## config.mk

```make
export PLATFORM = sky130hd
export DESIGN_NAME = instr_encoder
export DESIGN_NICKNAME = d
export VERILOG_FILES = /design/src/rtl/instr_encoder.sv
export SDC_FILE = /design/constraint.sdc
export NUM_CORES = 1
export LEC_CHECK = 0
export ABC_AREA = 0
export CAP_MARGIN = 20
export CORE_ASPECT_RATIO = 1.1
export CORE_MARGIN = 2
export CORE_UTILIZATION = 46
export DETAILED_ROUTE_END_ITERATION = 8
export HOLD_SLACK_MARGIN = 0.02
export PLACE_DENSITY_LB_ADDON = 0.25
export SYNTH_ARGS = -nofsm -noshare
export SYNTH_HDL_FRONTEND = slang
export SYNTH_SLANG_ARGS = --single-unit
```

## constraint.sdc

```tcl
create_clock -name clk -period 3.7 [get_ports clk]
set_clock_uncertainty 0.2 [all_clocks]
set_input_delay 0.37 -clock clk [delete_from_list [all_inputs] [get_ports clk]]
set_output_delay 0.37 -clock clk [all_outputs]
set_load 0.03 [all_outputs]
```

## src/rtl/instr_encoder.sv

```systemverilog
// RV32I instruction encoder: packs a decoded-field bundle into a 32-bit machine word,
// tags it with a sequential instruction-memory address and rejects/counts illegal bundles.
module instr_encoder #(
  parameter int ADDR_W = 11
) (
  input  logic              clk,
  input  logic              rst,
  input  logic              start,
  input  logic              in_valid,
  output logic              in_ready,
  input  logic [3:0]        in_class,
  input  logic [2:0]        in_funct3,
  input  logic              in_alt,
  input  logic [4:0]        in_rs1,
  input  logic [4:0]        in_rs2,
  input  logic [4:0]        in_rd,
  input  logic [31:0]       in_imm,
  output logic              out_valid,
  input  logic              out_ready,
  output logic [31:0]       out_instr,
  output logic [ADDR_W-1:0] out_addr,
  output logic              err,
  output logic [7:0]        err_count
);

  typedef enum logic [3:0] {
    CLS_OP     = 4'd0,
    CLS_OPIMM  = 4'd1,
    CLS_LOAD   = 4'd2,
    CLS_STORE  = 4'd3,
    CLS_BRANCH = 4'd4,
    CLS_JAL    = 4'd5,
    CLS_JALR   = 4'd6,
    CLS_LUI    = 4'd7,
    CLS_AUIPC  = 4'd8
  } cls_e;

  localparam logic [6:0] OPC_OP     = 7'b0110011;
  localparam logic [6:0] OPC_OPIMM  = 7'b0010011;
  localparam logic [6:0] OPC_LOAD   = 7'b0000011;
  localparam logic [6:0] OPC_STORE  = 7'b0100011;
  localparam logic [6:0] OPC_BRANCH = 7'b1100011;
  localparam logic [6:0] OPC_JAL    = 7'b1101111;
  localparam logic [6:0] OPC_JALR   = 7'b1100111;
  localparam logic [6:0] OPC_LUI    = 7'b0110111;
  localparam logic [6:0] OPC_AUIPC  = 7'b0010111;

  logic              r_valid;
  logic [31:0]       r_instr;
  logic [ADDR_W-1:0] r_addr;
  logic              r_err;
  logic [7:0]        r_err_count;

  logic [31:0] w_instr;
  logic        w_illegal;
  logic        w_accept;
  logic        w_i_ok, w_b_ok, w_j_ok, w_u_ok;
  logic        w_shift;
  logic [6:0]  w_f7;

  // Immediate range checks: value must be the sign-extension of the field's top bit.
  assign w_i_ok  = (in_imm[31:11] == {21{in_imm[11]}});
  assign w_b_ok  = (in_imm[31:12] == {20{in_imm[12]}}) && !in_imm[0];
  assign w_j_ok  = (in_imm[31:20] == {12{in_imm[20]}}) && !in_imm[0];
  assign w_u_ok  = (in_imm[11:0] == 12'd0);
  assign w_shift = (in_funct3 == 3'b001) || (in_funct3 == 3'b101);
  assign w_f7    = in_alt ? 7'b0100000 : 7'b0000000;

  always_comb begin
    // NOTE: every combinational output gets a default first so no path infers a latch.
    w_instr   = '0;
    w_illegal = 1'b0;
    case (in_class)
      CLS_OP: begin
        w_instr   = {w_f7, in_rs2, in_rs1, in_funct3, in_rd, OPC_OP};
        w_illegal = in_alt && !((in_funct3 == 3'b000) || (in_funct3 == 3'b101));
      end
      CLS_OPIMM: begin
        if (w_shift) begin
          w_instr   = {w_f7, in_imm[4:0], in_rs1, in_funct3, in_rd, OPC_OPIMM};
          w_illegal = (in_imm[31:5] != '0) || (in_alt && (in_funct3 != 3'b101));
        end else begin
          w_instr   = {in_imm[11:0], in_rs1, in_funct3, in_rd, OPC_OPIMM};
          w_illegal = !w_i_ok || in_alt;
        end
      end
      CLS_LOAD: begin
        w_instr   = {in_imm[11:0], in_rs1, in_funct3, in_rd, OPC_LOAD};
        w_illegal = !w_i_ok || in_alt || (in_funct3 == 3'b011) || (in_funct3[2:1] == 2'b11);
      end
      CLS_STORE: begin
        w_instr   = {in_imm[11:5], in_rs2, in_rs1, in_funct3, in_imm[4:0], OPC_STORE};
        w_illegal = !w_i_ok || in_alt || (in_funct3 >= 3'b011);
      end
      CLS_BRANCH: begin
        w_instr   = {in_imm[12], in_imm[10:5], in_rs2, in_rs1, in_funct3,
                     in_imm[4:1], in_imm[11], OPC_BRANCH};
        w_illegal = !w_b_ok || in_alt || (in_funct3[2:1] == 2'b01);
      end
      CLS_JAL: begin
        w_instr   = {in_imm[20], in_imm[10:1], in_imm[11], in_imm[19:12], in_rd, OPC_JAL};
        w_illegal = !w_j_ok || in_alt;
      end
      CLS_JALR: begin
        w_instr   = {in_imm[11:0], in_rs1, 3'b000, in_rd, OPC_JALR};
        w_illegal = !w_i_ok || in_alt || (in_funct3 != 3'b000);
      end
      CLS_LUI: begin
        w_instr   = {in_imm[31:12], in_rd, OPC_LUI};
        w_illegal = !w_u_ok || in_alt;
      end
      CLS_AUIPC: begin
        w_instr   = {in_imm[31:12], in_rd, OPC_AUIPC};
        w_illegal = !w_u_ok || in_alt;
      end
      default: w_illegal = 1'b1;
    endcase
  end

  // Single holding register; back-pressure passes straight through when it drains.
  assign in_ready = !r_valid || out_ready;
  assign w_accept = in_valid && in_ready;

  always_ff @(posedge clk) begin
    // NOTE: state registers use non-blocking assignments so every update sees pre-edge values.
    if (rst || start) begin
      r_valid     <= 1'b0;
      r_instr     <= '0;
      r_addr      <= '0;
      r_err       <= 1'b0;
      r_err_count <= '0;
    end else begin
      r_err <= w_accept && w_illegal;
      if (w_accept && w_illegal && (r_err_count != 8'hFF))
        r_err_count <= r_err_count + 8'd1;
      if (r_valid && out_ready)
        r_addr <= r_addr + 1'b1;
      if (w_accept && !w_illegal) begin
        r_valid <= 1'b1;
        r_instr <= w_instr;
      end else if (out_ready) begin
        r_valid <= 1'b0;
      end
    end
  end

  assign out_valid = r_valid;
  assign out_instr = r_instr;
  assign out_addr  = r_addr;
  assign err       = r_err;
  assign err_count = r_err_count;

endmodule
```

==> results of run 1 <==
==> per-stage QoR <==
stage	instance area (um^2)	utilization [%]	total power, uW
5_1_grt	4700	67.1	1400
4_1_cts	4700	67.1	1340
2_1_floorplan	3340	-	754
3_3_place_gp	4570	65.3	898
6_report	4700	67.1	1340
3_5_place_dp	4570	65.3	904
==> Yosys cell counts (2+ instances only) <==
cell,n
dfxtp_1,52
nand2_1,51
nand3_1,40
o21ai_0,38
a21oi_1,35
nor2_1,32
clkbuf_1,22
a22oi_1,15
o22ai_1,15
nor3_1,13
and3_1,12
inv_1,12
nor2b_1,11
buf_1,10
nand4_1,9
a221oi_1,8
xor2_1,8
o31ai_1,6
a221o_1,5
nand2b_1,5
or3_1,5
a22o_1,4
a31o_2,3
a31oi_1,3
and2_1,3
buf_2,3
ha_1,3
nor4_1,3
o2bb2ai_1,3
or2_2,3
a211oi_1,2
a32oi_1,2
a41o_1,2
and4_1,2
mux2i_1,2
or4_1,2
==> worst register-to-register path, cell delays in order, from the launching register on <==
cell,delay (ns)
dfxtp_1,0.36
ha_1,0.25
and3_1,0.20
a31oi_1,0.19
buf_4,0.20
nand2_1,0.08
or4_1,0.41
nand2_1,0.09
==> layout make-up <==
| cell class | count | share of cell area, % |
|---|---|---|
| Inverter | 13 | 1.04 |
| Clock buffer | 5 | 1.46 |
| Clock inverter | 2 | 1.28 |
| Multi-Input combinational cell | 359 | 44.6 |
| Timing Repair Buffer | 133 | 27.2 |
| Sequential cell | 52 | 22.1 |
| Tap cell | 85 | 2.26 |
==> power by group through the flow <==
stage	Sequential [uW]	Combinational (uW)	Clock, uW
final	572	324	442
after CTS	572	318	447
after global routing	573	349	473
after global placement	585	313	0
after floorplan	600	154	0
after detailed placement	586	318	0
==> kinds of logic after synthesis <==
logic type	count (synthesis)
buf+inv	50
xor+xnor	9
fa+ha+maj	3
compound gates	151
mux	2
simple gates	194
flops	52
==> state kept, by name, summed over array words and instances (netlist names) <==
signal and cells:
out_valid 1, err 1, err_count 8, out_instr 31
out_addr 11
==> layer usage <==
layer | part of all wire (%) | vias up | wire [um] | GRT usage (%)
li1 | - | 1918 | - | -
met1 | 41 | 1809 | 4460 | 35.3
met2 | 49 | 209 | 5280 | 44.5
met3 | 7.6 | 18 | 818 | 3.00
met4 | 1.8 | 0 | 198 | 7.41
met5 | 0 | - | 0 | 0
==> worst max path at each step <==
stage / slack [ns] / end / startpoint
after floorplan: 0.83 / out_instr[30] / in_imm[14]
after global placement: 0.25 / out_instr[29] / in_imm[14]
after detailed placement: 0.12 / out_instr[28] / in_imm[14]
after CTS: 0.44 / out_instr[28] / in_imm[14]
after global routing: 0.19 / out_instr[26] / in_imm[14]
final: 0.40 / out_instr[28] / in_imm[14]
==> metrics.txt, run 1 <==
outcome=finished clean; Worst VDD drop=207 uV; worst endpoint required time=3.66 ns; Synth area leaders=dfxtp_1 (31%), nand3_1 (6.0%), nand2_1 (5.7%), o21ai_0 (5.7%), a21oi_1 (5.2%); Reg area=0.00104 mm^2; Levels on crit path=10; critical path buffer and inverter count=2; largest net degree at the start of global routing=48; Routed WL=10800 um; Initial Utilization=47.6%; CTS root buf=clkbuf_8; Primary FF master, synth=dfxtp_1; GPL Wtd Cong=0.911; Area growth syn-to-layout=40.9%; area leader, netlist=dfxtp_1; DP Worst Slack=roughly 0.12 ns; sequential share of the synthesized area=31.2%; worst r2r dst=err_count[2]; Reg-to-Reg Start=err_count[0]; Yosys cell types=53; largest family of logic cells by synthesized area=compound AO/OA/AOI/OAI gates; Final Non-Filler Cells=649; most frequent cells in the layout=clkdlybuf4s50_1 (113), dfxtp_1 (52), nand2_1 (51); achievable frequency=303 MHz; Switching Share=27.1%; setup_tns=0 ns; Post-Synth Simple-Gate Area=29.0%; Die Width=85.2 um; n_diodes=0; Compound-Gate Fraction of Synth Area=29.6%; Worst Path Max Fanout=7; Post-CTS Setup Inserts=0; WS Path Type=primary input to register; YS warnings=0; final worst slack=between 0.3 and 0.4 ns; placed cells=642; worst hold endpoint=out_instr[22]; hold_ws=0.276 ns; P_leak=0.00170 uW; NetSw=363 uW; syn_nets=524; crit path max-delay cell type=or4_4; Die Height=roughly 93 um; Final Max Slew Viols=0; clock latency on the worst-skew pair=0.30 ns; Final Critical Period=3.30 ns; synthesized instance count=461; Initial DRT Pass Iterations=5; combinational power share=between 20% and 30%; Clock Path Buffers=2; r2r worst-path depth=7; H-Tree Depth=2; CP cell instances=clkdlybuf4s50_1 > or4_4 > nor4_4 > nand3_1 > a2111oi_0 > o2bb2ai_1 > or3_1 > buf_4 > a221oi_1 > nor3_1; Pwr per Cell Area=285 mW/mm^2; worst hold path class=register to register; number of fill cells=596; Clock Power Share=around a third; commonest non-fill, non-tap cell in the layout=clkdlybuf4s50_1; via/cell ratio=about 6.1; Top delay family on crit path=simple AND/OR/NAND/NOR gates; crit end category=register; Worst R2R Setup Slack=1.65 ns; # rows=32; WL/cell=16.6 um; die footprint=0.00796 mm^2; type of element launching the critical path=primary input; adder-cell share of the synthesized area=under 10%; Arr. time, crit path=3.26 ns; core footprint=0.00701 mm^2; CTS-repair resized insts=0; mux cell area share after synthesis=0.600%; DRC viols=0; Internal=976 uW; grt ovf=0; share of synthesized registers carrying an async set or reset=0%; Worst Max-Slew Pin Slew=0.651 ns; first-pass GRT wire length=17000 um; top-level I/O count=114; EDFF count, synth=0; total track usage=26.3%; layout cells sized above 1=6.56%; hold path depth=2; DP HPWL=8160 um; final hold viol count=0; crit share post-route=about nine tenths; xor/xnor share of the synthesized area=under 10%; relative max-transition margin=56.6%; antenna violations before repair=0; CTS tree=done; max cap viols=0; Seq pwr share=42.7%; post-route ant nets=0; area of the multi-input gates=0.00210 mm^2; via count=3954; Port Buffer Count=113; post-synth top area share=31.2%; initial DRC count=404; post-synthesis register bit count=52; Hold Crit Start=out_instr[22]; mean post-synth cell area=7.24 um^2; setup violators final=0; CTS sink cnt=52; CP peak stage delay=0.57 ns; cts-stage hold buffer count=0; vias in the first global route=approximately 3500; Nets=627; Num CTS Buffers=5; RSZ-0062 raised after global routing=false; clk slew on worst S/H paths=~0.090 ns; Synth Cell Area=0.00334 mm^2
Power figures use the tool's default switching activity.
==> run 2, diff against run 1 <==
==> constraint.sdc (replaced) <==
create_clock -name clk -period 3.7 [get_ports clk]
set_clock_uncertainty 0.2 [all_clocks]
set_input_delay 0.74 -clock clk [delete_from_list [all_inputs] [get_ports clk]]
set_output_delay 0.74 -clock clk [all_outputs]
set_load 0.03 [all_outputs]
==> run 2 against run 1 <==
  * Fmax fell by 7.7%
  * Register-to-register slack improved by 0.07 ns
  * Non-clock buffer count rose by 28
  * Worst hold slack improved by 0.0062 ns
  * First-iteration DRC count fell by 17%
  * Sequential share of layout area fell by 1.0 points
  * Critical path type unchanged
  * Largest cell class unchanged
  * Largest power group unchanged
  * Highest routed layer unchanged
==> metrics.txt, run 2 (synthesis gave the netlist of run 1 again) <==
CTS sink cnt=52 (unchanged); DP HPWL=8750 um (was 8160 um); Arr. time, crit path=3.55 ns (was 3.26 ns); number of fill cells=572 (was 596); Pwr per Cell Area=254 mW/mm^2 (was 285 mW/mm^2); clock latency on the worst-skew pair=0.30 ns (about the same); RSZ-0062 raised after global routing=false (unchanged); worst hold path class=register to register (unchanged); r2r worst-path depth=7 (unchanged); Clock Path Buffers=2 (unchanged); Final Critical Period=3.58 ns (was 3.30 ns); antenna violations before repair=0 (unchanged); Worst R2R Setup Slack=1.72 ns (was 1.65 ns); overall power=1250 uW (was 1340 uW); Nets=655 (was 627); first-pass GRT wire length=18300 um (was 17000 um); worst r2r dst=err_count[2] (unchanged); dpl cell area=0.00482 mm^2 (was 0.00457 mm^2); via count=4081 (was 3954); n_diodes=0 (unchanged); worst hold endpoint=out_instr[17] (was out_instr[22]); initial DRC count=337 (was 404); GPL Wtd Cong=0.919 (was 0.911); outcome=finished clean (unchanged); clk slew on worst S/H paths=0.09 ns (about the same); WS Path Type=primary input to register (unchanged); Post-CTS Setup Inserts=0 (unchanged); Initial DRT Pass Iterations=5 (unchanged); Initial Utilization=47.6% (unchanged); setup_tns=0 ns (unchanged); core footprint=0.00701 mm^2 (unchanged); total track usage=28.2% (was 26.3%); H-Tree Depth=2 (unchanged); crit end category=register (unchanged); hold_ws=0.282 ns (was 0.276 ns); most frequent cells in the layout=clkdlybuf4s50_1 (113), dfxtp_1 (52), nand2_1 (51) (unchanged); Num CTS Buffers=5 (unchanged); hold path depth=2 (unchanged); final hold viol count=0 (unchanged); grt ovf=0 (unchanged); Final Max Slew Viols=0 (unchanged); top-level I/O count=114 (unchanged); Worst Max-Slew Pin Slew=0.645 ns (was 0.651 ns); Routed WL=11300 um (was 10800 um); crit share post-route=96.7% (was 89.2%); die footprint=0.00796 mm^2 (unchanged); Port Buffer Count=113 (unchanged); Die Height=93.3 um (unchanged); commonest non-fill, non-tap cell in the layout=clkdlybuf4s50_1 (unchanged); final worst slack=0.122 ns (was 0.398 ns); Die Width=85.2 um (unchanged); max reg flops=31 (unchanged); vias in the first global route=3807 (was 3506); Hold Crit Start=out_instr[17] (was out_instr[22]); WL/cell=16.7 um (was 16.6 um); cts-stage hold buffer count=0 (unchanged); max cap viols=0 (unchanged); CTS root buf=clkbuf_8 (unchanged); post-route ant nets=0 (unchanged); Reg area=0.00104 mm^2 (unchanged); DP Worst Slack=-0.282 ns (was 0.124 ns); Worst Path Max Fanout=7 (unchanged); relative max-transition margin=57.0% (was 56.6%); worst endpoint required time=3.67 ns (was 3.66 ns); Area growth syn-to-layout=47.6% (was 40.9%); DRC viols=0 (unchanged); Worst VDD drop=232 uV (was 207 uV); layout cells sized above 1=11.5% (was 6.56%); setup violators final=0 (unchanged); P_leak=0.00185 uW (was 0.00170 uW); Reg-to-Reg Start=err_count[0] (unchanged); design area=0.00493 mm^2 (was 0.00470 mm^2); area of the multi-input gates=0.00211 mm^2 (was 0.00210 mm^2); largest net degree at the start of global routing=48 (unchanged); type of element launching the critical path=primary input (unchanged); achievable frequency=279 MHz (was 303 MHz); # rows=32 (unchanged); CTS tree=done (unchanged); via/cell ratio=6.02 (was 6.09)
[run 2: timing repair]
action,in CTS,in global routing
resized for setup,0,3
endpoints found under the setup margin,0,19
endpoints found under the hold margin,0,0
[run 2: layout make-up]
class                      count  share of cell area, %
clock buffer                   6                   1.68
multi-input combinational    359                   42.8
timing repair buffer         161                   31.0
clock inverter                 2                  0.203
inverter                      13                  0.991
tap                           85                   2.16
sequential                    52                   21.1
[run 2: metal layers]
metal | vias to the layer above | global-route usage [%] | part of all wire (%)
li1 | 1976 | - | -
met1 | 1899 | 36.4 | 42
met2 | 182 | 47.5 | 49
met3 | 24 | 3.53 | 6.2
met4 | 0 | 11.2 | 2.8
met5 | - | 0 | 0
[run 2: critical path: stages]
cell	delay [ns]
clkdlybuf4s50_1	0.44
or4_4	0.56
nor4_4	0.18
nand3_1	0.16
a2111o_1	0.39
o2bb2ai_1	0.18
or3_4	0.41
buf_4	0.17
a221oi_1	0.23
nor3_1	0.07
[run 2: through the flow]
stage,std cells,utilization (%)
floorplan,461,-
global placement,670,68.8
detailed placement,670,68.8
CTS,678,70.1
global route,678,70.3
finish,678,70.3
[run 2: power by group]
| group | switching [uW] | total, uW | internal (uW) |
|---|---|---|---|
| registers | 5.46 | 572 | 567 |
| clock network | 178 | 327 | 150 |
| logic | 188 | 352 | 164 |
| total | 371 | 1250 | 880 |
[run 2: worst max path at each step]
stage                     slack, ns       endpoint  cells after the start  startpoint
final                          0.12  out_instr[27]                     10  in_imm[14]
after global placement        -0.09  out_instr[26]                     10  in_imm[14]
after CTS                      0.03  out_instr[27]                     10  in_imm[14]
after detailed placement      -0.28  out_instr[27]                     10  in_imm[14]
after floorplan                0.46  out_instr[30]                     10  in_imm[14]
after global routing           0.01  out_instr[25]                     10  in_imm[14]
